--- src/rtl/pl_ifid_queue.sv ---
// IF/ID stage: DEPTH-entry prefetch queue feeding a registered decode/operand bundle for EX.
// Fetch-to-ID is two edges minimum; a branch flush empties the queue and the ID register on the next edge.
module pl_ifid_queue #(
  parameter int PROG_CTR_WID = 10,
  parameter int NUM_DOMAINS  = 1,
  parameter int DEPTH        = 4
) (
  input  logic                          clk,
  input  logic                          rst,
  input  logic                          if_valid,
  input  logic [PROG_CTR_WID-1:0]       if_pc,
  input  logic [15:0]                   if_instr,
  output logic                          if_ready,
  input  logic                          flush,
  input  logic                          id_stall,
  output logic [2:0]                    op1_addr_fwd,
  output logic [2:0]                    op2_addr_fwd,
  output logic                          load_fwd,
  input  logic [NUM_DOMAINS*8-1:0]      op1_data,
  input  logic [NUM_DOMAINS*8-1:0]      op2_data,
  output logic                          id_valid,
  output logic [PROG_CTR_WID-1:0]       id_pc,
  output logic [20:0]                   id_ctrl,
  output logic [2:0]                    id_op1_addr,
  output logic [2:0]                    id_op2_addr,
  output logic [2:0]                    id_res_addr,
  output logic [7:0]                    id_ld_addr,
  output logic [7:0]                    id_st_addr,
  output logic [PROG_CTR_WID-1:0]       id_br_target,
  output logic [NUM_DOMAINS*8-1:0]      id_op1,
  output logic [NUM_DOMAINS*8-1:0]      id_op2,
  output logic [$clog2(DEPTH):0]        q_count
);
  localparam int PCW = PROG_CTR_WID;
  localparam int OPW = NUM_DOMAINS * 8;
  localparam int AW  = $clog2(DEPTH);
  localparam int CW  = AW + 1;

  logic [PCW-1:0] pc_mem_q    [DEPTH];
  logic [15:0]    instr_mem_q [DEPTH];
  logic [AW-1:0]  wr_ptr_q, rd_ptr_q;
  logic [CW-1:0]  count_q, count_d;

  logic           id_valid_q, id_valid_d;
  logic [PCW-1:0] id_pc_q, id_pc_d, id_br_q, id_br_d;
  logic [20:0]    id_ctrl_q, id_ctrl_d;
  logic [2:0]     id_op1a_q, id_op1a_d, id_op2a_q, id_op2a_d, id_resa_q, id_resa_d;
  logic [7:0]     id_ld_q, id_ld_d, id_st_q, id_st_d;
  logic [OPW-1:0] id_op1_q, id_op1_d, id_op2_q, id_op2_d;

  logic           empty, push, adv, pop;
  logic [15:0]    head_instr;
  logic [PCW-1:0] head_pc, head_br;
  logic [4:0]     head_op;

  function automatic logic [20:0] decode(input logic [4:0] op);
    logic [20:0] c;
    c = '0;
    case (op)
      5'h01: begin c[0] = 1'b1; c[15] = 1'b1; end
      5'h02: begin c[0] = 1'b1; c[7] = 1'b1; c[8] = 1'b1; c[15] = 1'b1; end
      5'h03: begin c[1] = 1'b1; c[12] = 1'b1; c[15] = 1'b1; end
      5'h04: begin c[2] = 1'b1; c[12] = 1'b1; c[15] = 1'b1; end
      5'h05: begin c[3] = 1'b1; c[12] = 1'b1; c[15] = 1'b1; end
      5'h06: begin c[11] = 1'b1; c[15] = 1'b1; end
      5'h07: begin c[9] = 1'b1; c[16] = 1'b1; end
      5'h08: begin c[13] = 1'b1; c[15] = 1'b1; end
      5'h09: begin c[14] = 1'b1; end
      5'h0A: begin c[4] = 1'b1; c[12] = 1'b1; c[15] = 1'b1; end
      5'h0B: begin c[5] = 1'b1; c[12] = 1'b1; c[15] = 1'b1; end
      5'h0C: begin c[6] = 1'b1; c[12] = 1'b1; c[15] = 1'b1; end
      5'h0D: begin c[0] = 1'b1; c[7] = 1'b1; c[8] = 1'b1; c[10] = 1'b1; end
      5'h0E: begin c[9] = 1'b1; c[17] = 1'b1; end
      5'h0F: begin c[9] = 1'b1; c[18] = 1'b1; end
      5'h10: begin c[9] = 1'b1; c[19] = 1'b1; end
      5'h11: begin c[9] = 1'b1; c[20] = 1'b1; end
      default: c = '0;
    endcase
    return c;
  endfunction

  assign head_instr = instr_mem_q[rd_ptr_q];
  assign head_pc    = pc_mem_q[rd_ptr_q];
  assign head_op    = head_instr[15:11];
  assign empty      = (count_q == '0);
  // if_ready is purely from occupancy: a pop does not free a slot in the same cycle
  assign if_ready   = (count_q != CW'(DEPTH));
  assign push       = if_valid && if_ready && !flush;
  assign adv        = !id_valid_q || !id_stall;
  assign pop        = adv && !empty && !flush;

  generate
    if (PCW > 10) begin : g_br_ext
      assign head_br = {{(PCW-10){1'b0}}, head_instr[9:0]};
    end else if (PCW == 10) begin : g_br_eq
      assign head_br = head_instr[9:0];
    end else begin : g_br_trunc
      assign head_br = head_instr[PCW-1:0];
    end
  endgenerate

  assign op1_addr_fwd = head_instr[2:0];
  assign op2_addr_fwd = head_instr[6:4];
  assign load_fwd     = !empty && (head_op == 5'h08);

  always_comb begin
    count_d = count_q;
    if (push && !pop)      count_d = count_q + CW'(1);
    else if (pop && !push) count_d = count_q - CW'(1);
  end

  always_ff @(posedge clk) begin
    if (push) begin
      pc_mem_q[wr_ptr_q]    <= if_pc;
      instr_mem_q[wr_ptr_q] <= if_instr;
    end
  end

  always_ff @(posedge clk) begin
    if (rst || flush) begin
      wr_ptr_q <= '0;
      rd_ptr_q <= '0;
      count_q  <= '0;
    end else begin
      if (push) wr_ptr_q <= wr_ptr_q + AW'(1);
      if (pop)  rd_ptr_q <= rd_ptr_q + AW'(1);
      count_q <= count_d;
    end
  end

  always_comb begin
    id_valid_d = id_valid_q;
    id_pc_d    = id_pc_q;
    id_ctrl_d  = id_ctrl_q;
    id_op1a_d  = id_op1a_q;
    id_op2a_d  = id_op2a_q;
    id_resa_d  = id_resa_q;
    id_ld_d    = id_ld_q;
    id_st_d    = id_st_q;
    id_br_d    = id_br_q;
    id_op1_d   = id_op1_q;
    id_op2_d   = id_op2_q;
    if (flush || (adv && empty)) begin
      id_valid_d = 1'b0;
      id_pc_d    = '0;
      id_ctrl_d  = '0;
      id_op1a_d  = '0;
      id_op2a_d  = '0;
      id_resa_d  = '0;
      id_ld_d    = '0;
      id_st_d    = '0;
      id_br_d    = '0;
      id_op1_d   = '0;
      id_op2_d   = '0;
    end else if (adv) begin
      id_valid_d = 1'b1;
      id_pc_d    = head_pc;
      id_ctrl_d  = decode(head_op);
      id_op1a_d  = head_instr[2:0];
      id_op2a_d  = head_instr[6:4];
      id_resa_d  = head_instr[10:8];
      id_ld_d    = head_instr[7:0];
      id_st_d    = head_instr[10:3];
      id_br_d    = head_br;
      id_op1_d   = op1_data;
      id_op2_d   = op2_data;
    end
  end

  always_ff @(posedge clk) begin
    if (rst) begin
      id_valid_q <= 1'b0;
      id_pc_q    <= '0;
      id_ctrl_q  <= '0;
      id_op1a_q  <= '0;
      id_op2a_q  <= '0;
      id_resa_q  <= '0;
      id_ld_q    <= '0;
      id_st_q    <= '0;
      id_br_q    <= '0;
      id_op1_q   <= '0;
      id_op2_q   <= '0;
    end else begin
      id_valid_q <= id_valid_d;
      id_pc_q    <= id_pc_d;
      id_ctrl_q  <= id_ctrl_d;
      id_op1a_q  <= id_op1a_d;
      id_op2a_q  <= id_op2a_d;
      id_resa_q  <= id_resa_d;
      id_ld_q    <= id_ld_d;
      id_st_q    <= id_st_d;
      id_br_q    <= id_br_d;
      id_op1_q   <= id_op1_d;
      id_op2_q   <= id_op2_d;
    end
  end

  assign id_valid     = id_valid_q;
  assign id_pc        = id_pc_q;
  assign id_ctrl      = id_ctrl_q;
  assign id_op1_addr  = id_op1a_q;
  assign id_op2_addr  = id_op2a_q;
  assign id_res_addr  = id_resa_q;
  assign id_ld_addr   = id_ld_q;
  assign id_st_addr   = id_st_q;
  assign id_br_target = id_br_q;
  assign id_op1       = id_op1_q;
  assign id_op2       = id_op2_q;
  assign q_count      = count_q;
endmodule

--- config.mk ---
export PLATFORM = sky130hd
export DESIGN_NAME = pl_ifid_queue
export DESIGN_NICKNAME = d
export VERILOG_FILES = /design/src/rtl/pl_ifid_queue.sv
export SDC_FILE = /design/constraint.sdc
export NUM_CORES = 1
export LEC_CHECK = 0
export ABC_AREA = 1
export BUFFER_PORTS_ARGS = -buffer_cell sky130_fd_sc_hd__buf_2
export CAP_MARGIN = 25
export CORE_ASPECT_RATIO = 1.25
export CORE_MARGIN = 2
export CORE_UTILIZATION = 30
export DETAILED_ROUTE_END_ITERATION = 8
export REMOVE_ABC_BUFFERS = 1
export SLEW_MARGIN = 25
export SYNTH_ARGS = -nofsm -noshare
export SYNTH_HDL_FRONTEND = slang
export SYNTH_SLANG_ARGS = --single-unit
--- constraint.sdc ---
create_clock -name clk -period 3.86 [get_ports clk]
set_input_delay 0.772 -clock clk [delete_from_list [all_inputs] [get_ports clk]]
set_output_delay 0.772 -clock clk [all_outputs]
set_load 0.01 [all_outputs]
==> flow_summary.yaml, run 1 <==
status:
  status: "completed"
clocking:
  clk_pin_slew_ns: 0.07
  cts_tree: "yes"
  htreeDepth: 4
  cts_hold_buf: 0
  cts_root_buffer: "clkbuf_16"
  cts.sinks: 171
  cts_made_buffers: 17
  post_cts_buffers: 0
  cts-resized-gates: 0
  clockBufferDepth: 2
  clk_latency_ns: 0.43
timing:
  whs_ns: 0.465
  grt_setup_unrepaired: "no"
  max_freq_mhz: 325
  finClkSkew_ns: 0.0110
  finalSetupViolCount: 0
  relSlewSlack_pct: 48.4
  period_needed_ns: 3.08
  setup_slack_ns: 0.778
  tightest_slew_ns: 0.773
  drv_slew: 0
  layout_worst_path_cycle_share_pct: 79.8
  hold_viol_final: 0
worst_setup_path:
  crit_arrival_ns: 2.31
  worstPathCellList: "inv_2, nand3_1, nand2_1, nand3_2, nor3_1, buf_2"
  worst-path-max-fanout: 19
  crit_type: "register to primary output"
  endpoint_kind: "primary output"
  required_ns: 3.09
  slowest_stage: "dfxtp_1"
  worstSetupStartpointType: "register"
  ff2ff_path_depth: 9
  cp_slowest_stage_delay_ns: 0.80
power_and_ir_drop:
  p_total_w: 0.00391
  ir_worst_vdd_mv: 0.277
  p_leak_nw: 3.33
  p_per_area_mw_per_mm2: 481
drt:
  antenna_left: 0
  routed_via_density: 4.59
  firstDrtPassIters: 4
  wl_per_cell_um: 14.9
  vias: 4841
  drt-initial-drc-count: 436
  post-route-drc-count: 0
  wl_mm: 15.7
floorplanning:
  boundaryPins: 141
  rows: 61
  dieWidth_um: 139
  start_util_pct: 30.6
  fp.dieH_um: 172
  die-area_sq_mm: 0.0239
  design.core.area_sq_mm: 0.0222
placement:
  dpl.cell_count: 1021
  place_hpwl_mm: 10.3
  pre_cts_ws_ns: 1.20
  port_buffers: 140
  gp_congestion: 0.796
logic_synthesis:
  postSynthRegisterBits: 171
  yosysSeqAreaShare_pct: 65.8
  syn_area_sq_mm: 0.00679
  syn_avg_cell_area_sq_um: 10.4
  synth_cell_type_count: 29
  syn_inst: 650
  yosys_warnings: 0
global_routing:
  overflow: 0
  antenna_found_initial: 2
  grt_pass1_wl_mm: 24.5
  grt_max_degree: 50
  track_usage_pct: 13.3
  grt_pass1_vias: 4671
layout:
  postLayoutCoreUtil_pct: 36.7
  synthToLayoutAreaGrowth_pct: 20.0
  layout-drive-gt1-share_pct: 27.3
  layoutNonFillerInstCount: 1054
  nets: 810
job:
  max-cap-violations: 0
min_path:
  whs_path_depth: 2
  hold_path.class: "register to register"
cell families (layout without fill, tap and decap cells):
logic type | count (synthesis) | in the layout | share of synthesized area, %
AOI/OAI and AO/OA | 148 | 148 | 11.5
adders and majority gates | 6 | 6 | 1.22
buffers and inverters | 93 | 213 | 7.21
DFF | 171 | 171 | 65.8
other | 0 | 1 | 0
and+or+nand+nor | 232 | 232 | 14.3
Yosys cell counts, drive strengths merged:
cell	count	area share, %
a21oi	37	2.7
a31oi	16	1.5
buf	44	4.5
clkbuf	20	1.1
clkinv	1	0.055
dfxtp	67	20
edfxtp	104	46
fa	1	0.29
ha	5	0.92
inv	28	1.5
nand2	96	5.7
nand3	19	1.7
nand4	2	0.18
nor2	111	6.3
nor3	4	0.46
o211a	2	0.29
o21ai	86	6.3
o21bai	1	0.11
o22ai	6	0.55
final timing paths:
check / startpoint / end / slack (ns)
setup reg to reg: register / id_ctrl[15] / 1.65
hold reg to reg: id_op1[2] / id_op1[2] / 0.46
hold / removal: id_op1[2] / id_op1[2] / 0.46
setup / recovery: register / load_fwd / 0.78
report_power, final:
part,switching [W],internal [W],total [W]
Sequential,0.0000230,0.00198,0.00200
Combinational,0.000178,0.0000938,0.000271
Clock,0.000739,0.000903,0.00164
Total,0.000940,0.00297,0.00391
area by class of cell:
| type | count | area [sq um] |
|---|---|---|
| tap | 283 | 354 |
| clock inverter | 14 | 135 |
| fill | 2196 | 14100 |
| sequential | 171 | 4460 |
| clock buffer | 18 | 429 |
| antenna | 1 | 2.50 |
| inverter | 29 | 109 |
| timing repair buffer | 152 | 803 |
| multi-input combinational | 386 | 1850 |
state kept, by name, indices dropped and copies added, names as in the netlist, named ones only:
name	flops
pc_mem_q	40
id_ctrl	20
id_op1	8
id_valid	1
rd_ptr_q	2
q_count	3
id_pc	10
id_br_target	9
wr_ptr_q	2
id_op2	8
id_res_addr	2
instr_mem_q	64
placed cells by master (no fill, tap or decap), types with 2 or more instances in the layout:
| cell | n |
|---|---|
| nand2_1 | 85 |
| clkbuf_16 | 17 |
| clkinv_4 | 2 |
| nand2_2 | 11 |
| nor2_2 | 5 |
| ha_1 | 5 |
| a21oi_1 | 37 |
| o21ai_0 | 84 |
| nor2_1 | 105 |
| inv_8 | 2 |
| inv_6 | 4 |
| o22ai_1 | 6 |
| edfxtp_1 | 104 |
| clkinvlp_4 | 2 |
| nor3_1 | 3 |
| nand3_2 | 4 |
| o211a_1 | 2 |
| a31oi_1 | 16 |
| buf_2 | 140 |
| inv_1 | 23 |
| nand3_1 | 15 |
| buf_4 | 11 |
| clkinv_2 | 3 |
| o21ai_1 | 2 |
| dfxtp_1 | 67 |
| nand4_1 | 2 |
| inv_2 | 5 |
per-stage QoR:
step	cell area (sq um)	TNS, ns
3_5_place_dp	7580	0
3_3_place_gp	7580	0
6_report	8140	0
5_1_grt	8140	0
4_1_cts	8140	0
2_1_floorplan	6410	-0.376
metal layers:
layer	part of all wire [%]	track usage, %
met3	5.1	3.38
met4	1.5	4.70
met1	45	16.1
met5	0.083	0
met2	48	23.1
worst max-delay path, delay by kind of cell (launching register included):
family / cells / cell delay, ns
buffers and inverters: 2 / 0.47
DFF: 1 / 0.80
and+or+nand+nor: 4 / 0.61
No activity file was read; power rests on OpenSTA's default activity.
==> run 2: changes to the inputs <==
==> constraint.sdc (replaced) <==
create_clock -name clk -period 2.8 [get_ports clk]
set_input_delay 0.56 -clock clk [delete_from_list [all_inputs] [get_ports clk]]
set_output_delay 0.56 -clock clk [all_outputs]
set_load 0.01 [all_outputs]
==> flow_summary.yaml, run 2 (same netlist as run 1, synthesis figures left out) <==
placement:
  port_buffers: 140
  place_hpwl_mm: 10.3
  pre_cts_ws_ns: 0.560
  gp_congestion: 0.770
worst_setup_path:
  slowest_stage: "dfxtp_1"
  endpoint_kind: "primary output"
  cp_slowest_stage_delay_ns: 0.43
  worstSetupStartpointType: "register"
  required_ns: 2.24
  worstPathCellList: "inv_4, nand3_1, nand2_1, nand3_2, nor3_1, buf_2"
  critPathBufInv: 2
  worst-path-max-fanout: 18
  crit_type: "register to primary output"
  crit_arrival_ns: 2.04
  cpLargestDelayFamily: "simple AND/OR/NAND/NOR gates"
floorplanning:
  die-area_sq_mm: 0.0239
  boundaryPins: 141
  design.core.area_sq_mm: 0.0222
  dieWidth_um: 139
  start_util_pct: 30.6
  rows: 61
  fp.dieH_um: 172
power_and_ir_drop:
  ir_worst_vdd_mv: 0.360
  p_leak_nw: 3.37
  p_total_w: 0.00549
  p_per_area_mw_per_mm2: 670
drt:
  routed_via_density: 4.61
  vias: 4886
  antenna_left: 0
  firstDrtPassIters: 4
  wl_mm: 15.9
  drt-initial-drc-count: 317
  wl_per_cell_um: 15.0
  post-route-drc-count: 0
global_routing:
  grt_max_degree: 85
  overflow: 0
  track_usage_pct: 13.5
  grt_pass1_vias: 4671
  antenna_found_initial: 1
  grt_pass1_wl_mm: 25.0
layout:
  layout-drive-gt1-share_pct: 27.7
  postLayoutCoreUtil_pct: 36.9
  largest-register: "instr_mem_q"
  synthToLayoutAreaGrowth_pct: 20.8
  layout_commonest_cell: "buf_2"
  final_cell_mix: "140 x buf_2, 105 x nor2_1, 104 x edfxtp_1"
  nets: 816
  largest_reg_flops: 64
  nFillCells: 2206
clocking:
  cts.sinks: 171
  cts_root_buffer: "clkbuf_16"
  clk_latency_ns: 0.42
  cts_made_buffers: 17
  clockBufferDepth: 2
  cts_tree: "yes"
  cts_hold_buf: 0
  clk_pin_slew_ns: 0.07
  htreeDepth: 4
  post_cts_buffers: 0
job:
  max-cap-violations: 0
timing:
  finClkSkew_ns: 0.0110
  finalSetupViolCount: 0
  tightest_slew_ns: 0.827
  max_freq_mhz: 384
  hold_viol_final: 0
  period_needed_ns: 2.60
  grt_setup_unrepaired: "no"
  setup_slack_ns: 0.197
  drv_slew: 0
  relSlewSlack_pct: 44.9
  layout_worst_path_cycle_share_pct: 93.0
status:
  status: "completed"
min_path:
  hold_path.class: "input pin to register"
-- run 2: area by class of cell --
type                       instances  area (sq um)  area share [%]
antenna                            1          2.50          0.0305
clock buffer                      18           429            5.23
clock inverter                    13           155            1.89
inverter                          29           111            1.36
multi-input combinational        386          1850            22.5
sequential                       171          4460            54.4
tap                              283           354            4.32
timing repair buffer             158           836            10.2
-- run 2: per-stage QoR --
step / area (sq um) / instances / TNS [ns] / hold slack [ns]
finish: 8200 / 1059 / 0 / 0.348
global route: 8200 / 1059 / 0 / 0.333
CTS: 8190 / 1058 / 0 / 0.331
detailed placement: 7610 / 1027 / 0 / 0.452
global placement: 7610 / 1027 / 0 / 0.449
floorplan: 6410 / 586 / -14.39 / 0.490
-- run 2: repair_timing --
item,CTS,global route
endpoints found under the hold margin,0,0
resized for setup,0,2
setup endpoints to repair,0,1
-- run 2: final timing paths --
check,startpoint,to,slack (ns),cells after the start
max,register,load_fwd,0.20,6
min,if_instr[3],instr_mem_q[2][3],0.35,1
max reg2reg,q_count[0],q_count[2],0.62,11
min reg2reg,id_op2[0],id_op2[0],0.46,2
-- run 2: where the power goes --
part           internal, W  switching, W  leakage [nW]
clock              0.00133       0.00102         0.282
sequential         0.00273     0.0000283          1.49
combinational     0.000130      0.000248          1.60
total              0.00419       0.00130          3.37
-- run 2: routing by layer --
layer / part of all wire (%) / up-vias / GRT usage [%]
li1: - / 2422 / -
met1: 44 / 2304 / 16.8
met2: 49 / 143 / 23.4
met3: 5.2 / 17 / 2.91
met4: 1.3 / 0 / 4.84
met5: 0 / - / 0
==> run 3: changes to the inputs <==
--- a/config.mk
+++ b/config.mk
@@ -12,6 +12,7 @@
 export CORE_MARGIN = 2
 export CORE_UTILIZATION = 30
 export DETAILED_ROUTE_END_ITERATION = 8
+export MAX_ROUTING_LAYER = met4
 export REMOVE_ABC_BUFFERS = 1
 export SLEW_MARGIN = 25
 export SYNTH_ARGS = -nofsm -noshare
==> flow_summary.yaml, run 3 (same netlist as run 1, synthesis figures left out) <==
power_and_ir_drop:
  intPower_w: 0.00419
  switching_share_pct: 23.7
  p_leak_nw: 3.37
  p_total_w: 0.00550
  ir_worst_vdd_mv: 0.361
  pwr-share-seq_pct: 50.1
  p_per_area_mw_per_mm2: 670
  switchingPower_w: 0.00130
  clkPwrFrac_pct: 43.0
  comb_power_share_pct: 6.9
min_path:
  whs_path_depth: 1
  hold_start: "if_instr[3]"
  holdPathEnd: "instr_mem_q[2][3]"
  hold_path.class: "input pin to register"
drt:
  post-route-drc-count: 0
  firstDrtPassIters: 4
  routed_via_density: 4.61
  wl_mm: 15.9
  wl_per_cell_um: 15.0
  antenna_left: 0
  vias: 4886
  drt-initial-drc-count: 292
worst_setup_path:
  reg2reg_slack_ns: 0.62
  worst-path-max-fanout: 18
  worstSetupStartpointType: "register"
  rr_endpoint: "q_count[2]"
  required_ns: 2.24
  ff2ff_path_depth: 11
  crit_arrival_ns: 2.04
  endpoint_kind: "primary output"
  crit_type: "register to primary output"
  r2r-start: "q_count[0]"
clocking:
  cts_made_buffers: 17
  cts_root_buffer: "clkbuf_16"
  clockBufferDepth: 2
  clk_pin_slew_ns: 0.07
  cts_tree: "yes"
  clk_latency_ns: 0.43
  cts.sinks: 171
  htreeDepth: 4
  post_cts_buffers: 0
global_routing:
  track_usage_pct: 13.9
  grt_pass1_vias: 4656
  overflow: 0
  grt_max_degree: 85
  grt_pass1_wl_mm: 25.0
  antenna_found_initial: 1
timing:
  hold_viol_final: 0
  finClkSkew_ns: 0.0108
  period_needed_ns: 2.60
  drv_slew: 0
  finalSetupViolCount: 0
  relSlewSlack_pct: 44.4
  grt_setup_unrepaired: "no"
  tightest_slew_ns: 0.834
  layout_worst_path_cycle_share_pct: 93.0
  max_freq_mhz: 384
placement:
  port_buffers: 140
  gp_congestion: 0.781
  place_hpwl_mm: 10.3
floorplanning:
  rows: 61
  boundaryPins: 141
  design.core.area_sq_mm: 0.0222
  die-area_sq_mm: 0.0239
  fp.dieH_um: 172
  dieWidth_um: 139
  start_util_pct: 30.6
status:
  status: "completed"
layout:
  largest-register: "instr_mem_q"
  synthToLayoutAreaGrowth_pct: 20.8
  layout_commonest_cell: "buf_2"
  layout-drive-gt1-share_pct: 27.7
  nets: 816
  multi_input_area_sq_mm: 0.00185
  final_cell_mix: "140 x buf_2, 105 x nor2_1, 104 x edfxtp_1"
  nFillCells: 2206
  largest_reg_flops: 64
  postLayoutCoreUtil_pct: 36.9
  regArea_sq_mm: 0.00446
job:
  max-cap-violations: 0
==> run 3: cell counts in the layout (fill, tap and decap cells not counted) <==
Identical to the previous run, type by type.
==> run 3: area by class of cell <==
cell class	instances	share of cell area (%)
multi-input cells	386	22.5
clock inverters	13	1.89
flip-flops and latches	171	54.4
well taps	283	4.32
diodes	1	0.0305
repair buffers	158	10.2
inverters	29	1.36
clock buffers	18	5.23
==> run 3: how the worst max path moves through the flow <==
stage / slack (ns) / startpoint / cells past startpoint / endpoint
global placement: 0.61 / register / 6 / load_fwd
CTS: 0.10 / register / 6 / load_fwd
global route: 0.06 / register / 6 / load_fwd
floorplan: -1.09 / id_stall / 9 / q_count[1]
finish: 0.20 / register / 6 / load_fwd
detailed placement: 0.56 / register / 6 / load_fwd
==> run 3: critical path, stage by stage, from the launching register on <==
cell and delay (ns):
dfxtp_1 0.43, inv_4 0.25, nand3_1 0.10, nand2_1 0.27
nand3_2 0.17, nor3_1 0.21, buf_2 0.18
==> run 3: power by group through the flow <==
stage	Clock (W)	Combinational, W	Sequential (W)
2_1_floorplan	0	0.000179	0.00283
3_3_place_gp	0	0.000376	0.00281
3_5_place_dp	0	0.000381	0.00281
4_1_cts	0.00241	0.000384	0.00276
5_1_grt	0.00252	0.000428	0.00276
6_report	0.00236	0.000378	0.00276
==> run 3: metrics by stage <==
step	hold slack, ns	setup slack [ns]	TNS, ns	instances	instance area [sq um]
2_1_floorplan	0.490	-1.09	-14.39	586	6410
3_3_place_gp	0.449	0.607	0	1027	7610
3_5_place_dp	0.452	0.560	0	1027	7610
4_1_cts	0.331	0.101	0	1058	8190
5_1_grt	0.333	0.0602	0	1059	8200
6_report	0.347	0.195	0	1059	8200
==> run 3: timing repair <==
item | CTS | global route
setup endpoints to repair | 0 | 1
hold buffers | 0 | 0
gates resized for setup | 0 | 2
==> run 3: layer usage <==
metal | GRT usage [%] | share of wire [%] | up-vias
met3 | 2.80 | 5.0 | 19
met2 | 23.4 | 49 | 147
li1 | - | - | 2419
met5 | - | 0 | -
met1 | 16.8 | 44 | 2301
met4 | 4.84 | 1.8 | 0
